--- src/rtl/dmem_arbiter.sv ---
// Two-port arbiter in front of the single-port synchronous data RAM (core M-stage + secondary master).
// Define ARB_ROUND_ROBIN_EN for strict alternation; default is fixed priority with a MAX_BURST starvation limit.
module dmem_arbiter #(
    parameter int AW        = 14,
    parameter int MAX_BURST = 4
) (
    input  logic          clk_i,
    input  logic          rst_ni,

    input  logic          p0_req_i,
    input  logic [AW-1:0] p0_addr_i,
    input  logic [31:0]   p0_wdata_i,
    input  logic [3:0]    p0_wmask_i,
    output logic          p0_gnt_o,
    output logic          p0_rvalid_o,
    output logic [31:0]   p0_rdata_o,

    input  logic          p1_req_i,
    input  logic [AW-1:0] p1_addr_i,
    input  logic [31:0]   p1_wdata_i,
    input  logic [3:0]    p1_wmask_i,
    output logic          p1_gnt_o,
    output logic          p1_rvalid_o,
    output logic [31:0]   p1_rdata_o,

    output logic          ram_en_o,
    output logic [AW-1:0] ram_addr_o,
    output logic [31:0]   ram_wdata_o,
    output logic [3:0]    ram_wmask_o,
    input  logic [31:0]   ram_rdata_i
);

    localparam int CW = $clog2(MAX_BURST + 1);
    localparam logic [CW-1:0] BURST_MAX = CW'(MAX_BURST);

    typedef enum logic {
        OWN_P0 = 1'b0,
        OWN_P1 = 1'b1
    } owner_e;

    owner_e        owner_q, owner_d;
    logic [CW-1:0] burst_cnt_q, burst_cnt_d;
    logic          p0_rvalid_q, p1_rvalid_q;
    logic          gnt0, gnt1;

    // Grants are held low while reset is asserted so nothing reaches the RAM mid-reset.
    always_comb begin
        gnt0        = 1'b0;
        gnt1        = 1'b0;
        owner_d     = owner_q;
        burst_cnt_d = burst_cnt_q;
        if (rst_ni) begin
            if (p0_req_i && p1_req_i) begin
`ifdef ARB_ROUND_ROBIN_EN
                if (owner_q == OWN_P1) begin
                    gnt0 = 1'b1;
                end else begin
                    gnt1 = 1'b1;
                end
`else
                if (burst_cnt_q == BURST_MAX) begin
                    gnt1 = 1'b1;
                end else begin
                    gnt0 = 1'b1;
                end
`endif
            end else begin
                gnt0 = p0_req_i;
                gnt1 = p1_req_i;
            end

            if (gnt0) begin
                owner_d = OWN_P0;
            end else if (gnt1) begin
                owner_d = OWN_P1;
            end

`ifdef ARB_ROUND_ROBIN_EN
            burst_cnt_d = '0;
`else
            if (gnt1 || !p1_req_i) begin
                burst_cnt_d = '0;
            end else if (gnt0 && (burst_cnt_q != BURST_MAX)) begin
                burst_cnt_d = burst_cnt_q + 1'b1;
            end
`endif
        end
    end

    always_comb begin
        ram_en_o    = gnt0 | gnt1;
        ram_addr_o  = '0;
        ram_wdata_o = '0;
        ram_wmask_o = '0;
        if (gnt0) begin
            ram_addr_o  = p0_addr_i;
            ram_wdata_o = p0_wdata_i;
            ram_wmask_o = p0_wmask_i;
        end else if (gnt1) begin
            ram_addr_o  = p1_addr_i;
            ram_wdata_o = p1_wdata_i;
            ram_wmask_o = p1_wmask_i;
        end
    end

    always_ff @(posedge clk_i or negedge rst_ni) begin
        if (!rst_ni) begin
            owner_q     <= OWN_P1;
            burst_cnt_q <= '0;
            p0_rvalid_q <= 1'b0;
            p1_rvalid_q <= 1'b0;
        end else begin
            owner_q     <= owner_d;
            burst_cnt_q <= burst_cnt_d;
            p0_rvalid_q <= gnt0;
            p1_rvalid_q <= gnt1;
        end
    end

    // The RAM returns data one cycle after the access, so the response is steered by last cycle's grant.
    assign p0_gnt_o    = gnt0;
    assign p1_gnt_o    = gnt1;
    assign p0_rvalid_o = p0_rvalid_q;
    assign p1_rvalid_o = p1_rvalid_q;
    assign p0_rdata_o  = p0_rvalid_q ? ram_rdata_i : 32'h0;
    assign p1_rdata_o  = p1_rvalid_q ? ram_rdata_i : 32'h0;

endmodule

--- config.mk ---
export PLATFORM = sky130hd
export DESIGN_NAME = dmem_arbiter
export DESIGN_NICKNAME = d
export VERILOG_FILES = /design/src/rtl/dmem_arbiter.sv
export SDC_FILE = /design/constraint.sdc
export NUM_CORES = 1
export LEC_CHECK = 0
export CAP_MARGIN = 25
export CORE_AREA = 4 4 97 99
export CTS_CLUSTER_SIZE = 24
export DETAILED_ROUTE_END_ITERATION = 10
export DIE_AREA = 0 0 101 103
export PLACE_DENSITY_LB_ADDON = 0.2
export SLEW_MARGIN = 20
export SYNTH_ARGS = -nofsm -noshare
export SYNTH_HDL_FRONTEND = slang
export SYNTH_SLANG_ARGS = --single-unit
--- constraint.sdc ---
create_clock -name clk_i -period 2.2 [get_ports clk_i]
set_input_delay 0.33 -clock clk_i [delete_from_list [all_inputs] [get_ports clk_i]]
set_output_delay 0.33 -clock clk_i [all_outputs]
set_load 0.05 [all_outputs]
==> results of run 1 <==
-- what timing repair did --
item,4_1_cts,5_1_grt
endpoints found under the setup margin,0,50
resized for setup,0,12
setup buffers,0,4
hold endpoints to repair,0,0
hold buffers,0,0
-- routing by layer --
layer	up-vias	GRT usage (%)	part of all wire [%]
li1	1079	-	-
met1	954	11.1	27
met2	152	28.4	57
met3	8	5.95	14
met4	4	2.45	0.84
met5	-	0	0.24
-- registers in the layout (all words and copies together), names as in the netlist --
register	cells
burst_cnt_q	3
p0_rvalid_o	1
p1_rvalid_o	1
-- Yosys cell counts, drive strengths merged --
library cell / instances / area share [%]
a31oi: 1 / 1.7
ha: 2 / 2.0
a21oi: 1 / 0.71
mux2i: 1 / 0.81
dfrtp: 5 / 10
nand3: 1 / 0.40
and2: 65 / 33
clkbuf: 6 / 1.8
o22ai: 1 / 0.51
or2b: 1 / 0.61
nand4: 2 / 1.0
buf: 11 / 8.2
nand2: 4 / 1.6
o21a: 1 / 0.61
o311ai: 1 / 0.71
inv: 3 / 0.91
a22o: 50 / 35
-- cell type report --
class | instances | area (um^2) | share of cell area [%]
clock buffers | 4 | 45.0 | 0.998
repair buffers | 268 | 3170 | 70.3
inverters | 3 | 11.3 | 0.250
multi-input cells | 131 | 1020 | 22.7
well taps | 108 | 135 | 2.99
flip-flops and latches | 5 | 125 | 2.77
-- power groups by stage --
stage          clock network [mW]  registers (mW)  logic (mW)
2_1_floorplan                   0           0.108       0.507
3_3_place_gp                    0           0.101        1.15
3_5_place_dp                    0           0.101        1.16
4_1_cts                     0.169           0.101        1.16
5_1_grt                     0.173           0.102        1.21
6_report                    0.165           0.101        1.17
-- kinds of logic (layout without fill, tap and decap cells) --
| kind of cell | count (synthesis) | after routing | synth area share [%] |
|---|---|---|---|
| AND/OR/NAND/NOR | 73 | 73 | 36.5 |
| buffers and inverters | 20 | 275 | 10.9 |
| flip-flops | 5 | 5 | 10.1 |
| adder cells (fa/ha/maj) | 2 | 2 | 2.02 |
| multiplexers | 1 | 1 | 0.808 |
| AO/OA/AOI/OAI | 55 | 55 | 39.7 |
-- critical path, delay by kind of cell (launching register included) --
family | cells | cell delay [ps]
AO/OA/AOI/OAI | 2 | 370
adder cells (fa/ha/maj) | 1 | 160
buffers and inverters | 4 | 570
flip-flops | 1 | 390
AND/OR/NAND/NOR | 1 | 80
-- worst max path at each step --
stage	start	to	slack, ps	cells after the start
floorplan	burst_cnt_q[0]	ram_addr_o[0]	160	6
global placement	p1_req_i	ram_wdata_o[27]	50	6
detailed placement	p1_req_i	ram_addr_o[3]	20	6
CTS	p1_req_i	ram_wdata_o[29]	10	6
global route	burst_cnt_q[0]	ram_wdata_o[29]	-20	8
finish	burst_cnt_q[0]	ram_addr_o[3]	80	8
==> summary.txt, run 1 <==
Slowest-stage cell, CP = dfrtp_1
Setup-failing EPs final = 0
Max-slew headroom = 81.9%
vias in the first global route = 2143
DP Worst Slack = 20.4 ps
Longest Clk Path Bufs = 2
RSZ-0062 raised after global routing = true
Setup WS post-layout = 77.3 ps
CTS tree = yes
Hold Slack = 125 ps
Core Area = 8550 um^2
Layout Utilization = 52.8%
Setup Skew = 0.252 ps
Initial Util = 14.5%
clock power share = 11.5%
Netlist cell types = 21
syn nets = 294
HPWL Detailed = 7.57 mm
initial antenna violation count = 2
# H-tree levels = 1
DR DRC count = 0
total CTS buffers = 3
drt total wl = 8.59 mm
status = complete, no violations
Pint = 818 uW
Syn Area/Cell = 7.94 um^2
die area = 10400 um^2
leakage = 1.99 nW
Max Cap Viol = 0
crit-path max cell delay = 390 ps
Antenna Cells = 0
Post-Synthesis Cells = 156
total number of vias = 2197
row count = 34
reg2reg setup slack = 900 ps
Root Driver = clkbuf_8
design area = 4510 um^2
crit-path cells = inv_2 > ha_4 > nand2_2 > a21oi_4 > buf_4 > buf_8 > a22o_1 > buf_12
crit-path max FO = 14
total negative slack = 0 ps
register share of total power = 7.0%
pin count of the biggest net entering global routing = 39
Final Max Tran Viols = 0
Slew @ Worst Pin = 269 ps
average wire per standard cell = 16.5 um
first-pass GRT wire length = 10.8 mm
Total GRT Usage = 13.3%
sequential share of the synthesized area = 10.1%
clock sink count = 5
net switching power = 618 uW
Pwr Total = 1.44 mW
DP Cell Count = 510
Period minus WS final = 2120 ps
Max Freq = 471 MHz
highest-count cells in the layout ignoring fill and taps = clkdlybuf4s50_1 (133), buf_4 (67), and2_1 (64), buf_12 (63), a22o_1 (46)
area delta synth->final = 264%
number of synthesized register bits = 5
Routed Antenna Nets = 0
Die Height = 103 um
Initial DRT Pass Iterations = 4
port buffer count = 254
Max VDD drop = 137 uV
Nets = 550
Vias/cell = 4.23
worst reg2reg path depth = 6
Final Non-Filler Cells = 519
Final Hold Fails = 0
Sw Share = 43.0%
grt ovf = 0
crit path capture type = output pin
Die Width = 101 um
YS warnings = 0
commonest non-fill, non-tap cell in the layout = clkdlybuf4s50_1
CP startpoint kind = flip-flop
Worst EP required = 1870 ps
fillers = 752
FF-to-FF Start = burst_cnt_q[0]
share of layout cells above drive strength 1 = 35.8%
Setup Crit Path Kind = flip-flop to output pin
DP Area = 4350 um^2
Min-Delay Path Class = primary input to asynchronous set/reset pin
Clock Pin Slew Worst Setup and Hold Paths = 30 ps
I/O Pins = 255
PwrDens = 318 nW/um^2
Tcrit/Tclk final = 96.5%
Comb pwr share = 81.5%
Iter 0 DRT Violations = 42
synthesized area = 1240 um^2
Placer Congestion = 0.856
reg2reg end = p1_rvalid_o
Clock Latency Late Sink = 220 ps
Arr. time, crit path = 1790 ps
(Power assumes the default switching activity.)
==> inputs of run 2 (changes only) <==
- CORE_AREA: 4 4 97 99 -> 2 2 98 100
- DIE_AREA: 0 0 101 103 -> 0 0 100 102
- REMOVE_ABC_BUFFERS: unset -> 1
- SKIP_CTS_REPAIR_TIMING: unset -> 1
==> summary.txt, run 2 (same netlist as run 1, synthesis figures left out) <==
Setup Crit Path Kind = flip-flop to output pin
Iter 0 DRT Violations = 35
Tcrit/Tclk final = 97.5%
Setup Skew = 0.728 ps
Biggest register = burst_cnt_q
row count = 35
leakage = 2.13 nW
initial antenna violation count = 0
Placer Congestion = 0.830
Final Max Tran Viols = 0
register share of total power = 6.5%
DP Area = 5050 um^2
Antenna Cells = 0
total negative slack = 0 ps
total number of vias = 2246
Comb pwr share = 82.8%
Setup-failing EPs final = 0
Max VDD drop = 146 uV
Final Hold Fails = 0
Die Height = 102 um
Vias/cell = 4.32
Initial Util = 13.6%
highest-count cells in the layout ignoring fill and taps = clkdlybuf4s50_1 (134), buf_12 (120), and2_1 (64), a22o_1 (49), buf_4 (8)
DP Cell Count = 512
Setup WS post-layout = 55.9 ps
flip-flop count of the largest register after layout = 3
clock power share = 10.8%
status = complete, no violations
total CTS buffers = 3
crit-path max FO = 12
Layout Utilization = 57.0%
HPWL Detailed = 7.57 mm
vias in the first global route = 2284
PwrDens = 296 nW/um^2
die area = 10200 um^2
Max-slew headroom = 79.2%
DR DRC count = 0
CP startpoint kind = flip-flop
DP Worst Slack = 27.1 ps
area delta synth->final = 319%
Core Area = 9110 um^2
Clock Latency Late Sink = 220 ps
Clock Pin Slew Worst Setup and Hold Paths = 30 ps
Root Driver = clkbuf_8
CTS tree = yes
net switching power = 638 uW
Sw Share = 41.5%
pin count of the biggest net entering global routing = 53
crit path capture type = output pin
Nets = 548
drt total wl = 8.92 mm
Die Width = 100 um
Min-Delay Path Class = primary input to asynchronous set/reset pin
Worst EP required = 1870 ps
Longest Clk Path Bufs = 2
I/O Pins = 255
share of layout cells above drive strength 1 = 34.2%
# H-tree levels = 1
first-pass GRT wire length = 12.2 mm
port buffer count = 254
Max Cap Viol = 0
Arr. time, crit path = 1810 ps
Routed Antenna Nets = 0
Max Freq = 466 MHz
worst reg2reg path depth = 5
design area = 5200 um^2
clock sink count = 5
Slew @ Worst Pin = 308 ps
commonest non-fill, non-tap cell in the layout = clkdlybuf4s50_1
grt ovf = 0
Total GRT Usage = 15.4%
Period minus WS final = 2140 ps
Initial DRT Pass Iterations = 5
Final Non-Filler Cells = 520
average wire per standard cell = 17.2 um
Pint = 899 uW
[run 2: worst max-delay path, stage by stage (launching register included)]
cell,delay [ps]
dfrtp_1,370
inv_1,130
ha_4,180
nand2_2,80
a21oi_4,170
buf_12,140
buf_6,170
a22o_1,200
buf_12,150
[run 2: through the flow]
| stage | hold slack [ps] | power (mW) |
|---|---|---|
| finish | 506 | 1.54 |
| global placement | 550 | 1.35 |
| detailed placement | 572 | 1.36 |
| CTS | 499 | 1.53 |
| global route | 519 | 1.60 |
| floorplan | 34.4 | 0.594 |
[run 2: metal layers]
layer	global-route usage [%]	vias up	part of all wire, %
met5	0	-	0
met4	3.37	0	1.2
met3	4.58	6	10
met2	30.8	154	58
met1	15.7	1014	31
li1	-	1072	-
[run 2: worst paths after layout]
kind	startpoint	end	slack (ps)
max	burst_cnt_q[0]	ram_wdata_o[5]	60
min	rst_ni	burst_cnt_q[2]	510
max reg2reg	burst_cnt_q[0]	burst_cnt_q[2]	950
min reg2reg	burst_cnt_q[0]	burst_cnt_q[0]	600
max in group asynchronous	rst_ni	burst_cnt_q[1]	1560
min in group clk_i	burst_cnt_q[0]	burst_cnt_q[0]	600
[run 2: power by group through the flow]
| stage | logic [mW] | registers, mW | clock network, mW |
|---|---|---|---|
| 2_1_floorplan | 0.481 | 0.113 | 0 |
| 3_3_place_gp | 1.25 | 0.100 | 0 |
| 3_5_place_dp | 1.26 | 0.100 | 0 |
| 4_1_cts | 1.26 | 0.0995 | 0.170 |
| 5_1_grt | 1.32 | 0.0997 | 0.178 |
| 6_report | 1.27 | 0.0993 | 0.166 |
[run 2: area by class of cell]
cell class	count	area (um^2)
clock buffer	4	45.0
fill	771	3910
inverter	3	11.3
multi-input combinational	131	998
sequential	5	125
tap	111	139
timing repair buffer	266	3880
==> inputs of run 3 (changes only) <==
- TNS_END_PERCENT: unset -> 1
==> results of run 3 <==
Final layout, timing and power as in run 2 (identical DEF).
